## src/rtl/window_buffer_3x3.sv

```systemverilog
// 3x3 sliding window over a raster-order pixel stream.
// Two line buffers hold the previous rows; a 3x3 register window shifts one
// column per accepted pixel and is exposed on rd_data with zero read latency.
module window_buffer_3x3 #(
    parameter int ELEMENT_WIDTH = 32,
    parameter int IMG_WIDTH     = 16,
    parameter int IMG_HEIGHT    = 16
) (
    input  logic                       clk,
    input  logic                       rst,
    input  logic                       in_valid,
    input  logic                       in_sof,
    input  logic [ELEMENT_WIDTH-1:0]   in_data,
    input  logic [8:0]                 rd_en,
    output logic [9*ELEMENT_WIDTH-1:0] rd_data,
    output logic                       win_valid,
    output logic                       frame_done,
    output logic                       rd_err
);

    localparam int COL_W = (IMG_WIDTH > 1) ? $clog2(IMG_WIDTH) : 1;
    localparam int ROW_W = (IMG_HEIGHT > 1) ? $clog2(IMG_HEIGHT) : 1;
    localparam logic [COL_W-1:0] LAST_COL = COL_W'(IMG_WIDTH - 1);
    localparam logic [ROW_W-1:0] LAST_ROW = ROW_W'(IMG_HEIGHT - 1);

    logic [COL_W-1:0]         col;
    logic [COL_W-1:0]         cur_col;
    logic [ROW_W-1:0]         row;
    logic [ROW_W-1:0]         cur_row;
    logic [ELEMENT_WIDTH-1:0] lb0 [IMG_WIDTH];
    logic [ELEMENT_WIDTH-1:0] lb1 [IMG_WIDTH];
    logic [ELEMENT_WIDTH-1:0] lb0_rd;
    logic [ELEMENT_WIDTH-1:0] lb1_rd;
    logic [ELEMENT_WIDTH-1:0] w [3][3];

    // Position of the incoming pixel; start-of-frame forces it to (0,0).
    always_comb begin
        cur_col = col;
        cur_row = row;
        if (in_sof) begin
            cur_col = '0;
            cur_row = '0;
        end
    end

    assign lb0_rd = lb0[cur_col];
    assign lb1_rd = lb1[cur_col];

    // Raster position counters plus the window-valid and frame-done flags.
    always_ff @(posedge clk) begin
        if (rst) begin
            col        <= '0;
            row        <= '0;
            win_valid  <= 1'b0;
            frame_done <= 1'b0;
        end else if (in_valid) begin
            win_valid  <= (cur_row >= ROW_W'(2)) && (cur_col >= COL_W'(2));
            frame_done <= (cur_row == LAST_ROW) && (cur_col == LAST_COL);
            if (cur_col == LAST_COL) begin
                col <= '0;
                row <= (cur_row == LAST_ROW) ? '0 : cur_row + 1'b1;
            end else begin
                col <= cur_col + 1'b1;
                row <= cur_row;
            end
        end else begin
            frame_done <= 1'b0;
        end
    end

    // Shift the window left by one column and load the new right-hand column.
    always_ff @(posedge clk) begin
        if (rst) begin
            for (int i = 0; i < 3; i++) begin
                for (int j = 0; j < 3; j++) begin
                    w[i][j] <= '0;
                end
            end
        end else if (in_valid) begin
            for (int i = 0; i < 3; i++) begin
                w[i][0] <= w[i][1];
                w[i][1] <= w[i][2];
            end
            w[0][2] <= lb1_rd;
            w[1][2] <= lb0_rd;
            w[2][2] <= in_data;
        end
    end

    // Line buffers are left unreset; rows 0-1 of each frame never raise
    // win_valid, so stale contents can never reach a valid window.
    always_ff @(posedge clk) begin
        if (in_valid && !rst) begin
            lb1[cur_col] <= lb0_rd;
            lb0[cur_col] <= in_data;
        end
    end

    // Sticky flag for a consumer reading taps while no valid window exists.
    always_ff @(posedge clk) begin
        if (rst) begin
            rd_err <= 1'b0;
        end else if ((rd_en != 9'd0) && !win_valid) begin
            rd_err <= 1'b1;
        end
    end

    for (genvar gi = 0; gi < 3; gi++) begin : g_row
        for (genvar gj = 0; gj < 3; gj++) begin : g_col
            assign rd_data[(3*gi+gj)*ELEMENT_WIDTH +: ELEMENT_WIDTH] = w[gi][gj];
        end
    end

endmodule

```

## config.mk

```make
export PLATFORM = sky130hd
export DESIGN_NAME = window_buffer_3x3
export DESIGN_NICKNAME = d
export VERILOG_FILES = /design/src/rtl/window_buffer_3x3.sv
export SDC_FILE = /design/constraint.sdc
export NUM_CORES = 1
export LEC_CHECK = 0
export BUFFER_PORTS_ARGS = -buffer_cell sky130_fd_sc_hd__buf_2
export CELL_PAD_IN_SITES_DETAIL_PLACEMENT = 1
export CELL_PAD_IN_SITES_GLOBAL_PLACEMENT = 1
export CORE_ASPECT_RATIO = 1.2
export CORE_MARGIN = 2
export CORE_UTILIZATION = 52
export DETAILED_ROUTE_END_ITERATION = 16
export PLACE_DENSITY_LB_ADDON = 0.1
export SETUP_SLACK_MARGIN = 0.3
export SLEW_MARGIN = 20
export SYNTH_ARGS = -nofsm -noshare
export SYNTH_HDL_FRONTEND = slang
export SYNTH_SLANG_ARGS = --single-unit
export TNS_END_PERCENT = 20
```

## constraint.sdc

```tcl
create_clock -name clk -period 10.8 [get_ports clk]
set_input_delay 2.7 -clock clk [delete_from_list [all_inputs] [get_ports clk]]
set_output_delay 2.7 -clock clk [all_outputs]
set_load 0.05 [all_outputs]
```

==> flow_summary.json <==
{
  "outcome": "completed",
  "fin_setup_tns_ns": 0,
  "syn_avg_cell_area_um2": 17.5,
  "timing.rr.end": "lb1[9][24]",
  "path_buf_inv": 4,
  "route.top_layer_used": "met4",
  "post_cts_buffers": 0,
  "crit_arrival_ns": 6.72,
  "ir_drop_mv": 0.169,
  "cts_tree": "built",
  "rsz0062_at_grt": "false",
  "stdcell_count": 4657,
  "async_flop_share_pct": 0,
  "crit_cells": 7,
  "ys_ff_latch": 1323,
  "area_growth_pct": 14.3,
  "drc_errors": 0,
  "overflow": 0,
  "p_per_area_nw_per_um2": 189,
  "antenna_found_initial": 2,
  "start_util_pct": 52.6,
  "skew_ns": 0.0225,
  "cap_violations": 0,
  "slew_headroom_pct": 21.8,
  "nFillCells": 8600,
  "r2r_cells": 6,
  "firstDrtPassIters": 5,
  "final-seq-area_um2": 39600,
  "ant_nets": 0,
  "p_total_mw": 11.0,
  "regToRegSetupSlack_ns": 6.34,
  "grt_pass1_vias": 31400,
  "htreeDepth": 4,
  "die_area_um2": 101000,
  "start_kind": "input port",
  "drive_above_1_share_pct": 21.0,
  "placed_cells": 4411,
  "fin_ws_ns": 4.44,
  "rows": 125,
  "gp_congestion": 0.783,
  "wl_met1_mm": 55.9,
  "drt-initial-drc-count": 3061,
  "min-delay-path-class": "flip-flop to flip-flop",
  "pre_cts_ws_ns": 3.74,
  "critPathMostFrequentCell": "buf_4",
  "via_per_inst": 6.35,
  "clk_path_buf_depth": 3,
  "hold_depth": 2,
  "crit_fanout": 65,
  "hpwlAfterDp_mm": 76.0,
  "period_share_pct": 58.9,
  "yosys_warnings": 0,
  "grt_usage_pct": 28.3,
  "grt_pass1_wl_mm": 209,
  "ioPinCount": 336,
  "worst_pin_slew_ns": 1.17,
  "drv_slew": 0,
  "hold_viol_final": 0,
  "grt_max_degree": 260,
  "ctsResizeCount": 0,
  "synth.area.top_cells": "edfxtp_1 77%, mux2i_1 6.7%, and2_1 2.7%, o22ai_1 1.6%, o221ai_1 1.5%",
  "postSynthCellCount": 2925,
  "cts_sinks": 1323,
  "finalSetupViolCount": 0,
  "cts_buffers": 134,
  "r2r-start": "col[2]",
  "critPathCapture": "lb0[12][9]",
  "die_width_um": 290,
  "synthFlopType": "edfxtp_1",
  "seq_area_frac_synth_pct": 77.6,
  "path_cells": "buf_4, and2b_4, inv_6, ha_1, inv_1, nor2_4, buf_4",
  "end_kind": "flip-flop",
  "synth_top_area_share_pct": 77.1,
  "crit_path_top_delay_cell": "buf_4",
  "fmax_mhz": 157,
  "yosys-top-cells-count": "1,312 x edfxtp_1, 343 x mux2i_1, 224 x and2_1",
  "synth_area_leader_cell": "edfxtp_1",
  "clkTransAtPathRegs_ns": 0.05,
  "dr_wl_met2_mm": 71.6,
  "ctsHoldBuffers": 0,
  "nets": 3326,
  "crit_start": "in_sof",
  "slowest_delay_ns": 0.85,
  "synthMostInstantiatedCell": "edfxtp_1",
  "die_h_um": 347,
  "multi_input_area_um2": 10700,
  "crit_required_ns": 11.16,
  "io_buffers": 335,
  "met3_length_mm": 10.1,
  "synth_cell_type_count": 57,
  "synth_edf_count": 1312,
  "wl_per_cell_um": 30.5,
  "syn_nets": 2973,
  "num_vias": 29600,
  "critical_path_class": "input port to flip-flop",
  "clk_latency_ns": 0.74,
  "whs_ns": 0.511,
  "syn_area_um2": 51100,
  "path_delay_family": "buffers and inverters",
  "cts_root_buf": "clkbuf_16",
  "wl_mm": 142,
  "core_area_um2": 97100,
  "finalCriticalPeriod_ns": 6.36,
  "leakage_nw": 20.9
}
## worst min-delay path, stage by stage (launching register included)
cell	delay, ns
dfxtp_1	0.34
nor2_1	0.06
nor2_1	0.07
## through the flow
stage | area (um^2) | util, %
floorplan | 51100 | -
global placement | 54100 | 55.7
detailed placement | 54200 | 55.8
CTS | 58200 | 60.0
global route | 58400 | 60.1
finish | 58400 | 60.1
## sequential cells by signal, summed over array words and instances (netlist names)
register	flops
lb1	512
frame_done	1
col	4
w	288
row	4
rd_err	1
win_valid	1
lb0	512
## where the power goes
part / internal (mW) / switching, mW / total, mW
Combinational: 0.198 / 0.639 / 0.837
Sequential: 5.77 / 0.0498 / 5.82
Clock: 2.46 / 1.92 / 4.38
## worst min-delay path by stage
stage                      start          to
after global routing      row[1]      row[1]
after floorplan           row[3]  frame_done
after CTS                 row[3]      row[3]
after detailed placement  row[3]      row[3]
final                     rd_err      rd_err
after global placement    rd_err      rd_err
## cells in the final DEF, fill, tap and decap left out, types with 6 or more instances in the layout
master	n
inv_6	12
nor2_4	9
buf_4	70
o221ai_2	17
mux2_2	31
buf_2	334
a221oi_1	68
or2_1	15
o22ai_1	127
clkbuf_1	29
inv_1	6
or2_0	8
a211oi_1	30
nand2_1	107
and2_1	224
nor3_2	8
edfxtp_1	1312
o221ai_1	73
clkbuf_16	138
o221a_2	31
clkinv_2	19
nor2_1	70
or2_2	10
nand3_1	8
a22oi_1	93
clkinv_1	39
mux2i_1	343
o21ai_0	32
dfxtp_1	9
a21oi_1	44
## kinds of logic (layout without fill, tap and decap cells)
kind of cell    after synthesis  count (layout)  share of synthesized area, %
flops                      1323            1323                          77.6
mux                         375             375                          7.45
other cells                   0               2                             0
buf+inv                     203             663                          1.99
compound gates              539             539                          7.89
fa+ha+maj                     3               3                        0.0735
simple gates                482             482                          5.02
## layout make-up
type,count,area share (%)
Clock inverter,76,0.877
Inverter,10,0.0815
Sequential cell,1323,67.9
Antenna cell,2,0.00858
Multi-Input combinational cell,1399,18.3
Clock buffer,167,6.10
Tap cell,1270,2.72
Timing Repair Buffer,410,4.00
## routing by layer
metal / up-vias / track usage (%)
met3: 297 / 4.00
li1: 12400 / -
met4: 0 / 10.2
met1: 15500 / 36.8
met2: 1382 / 48.7
met5: - / 0
No activity file was read; power rests on OpenSTA's default activity.
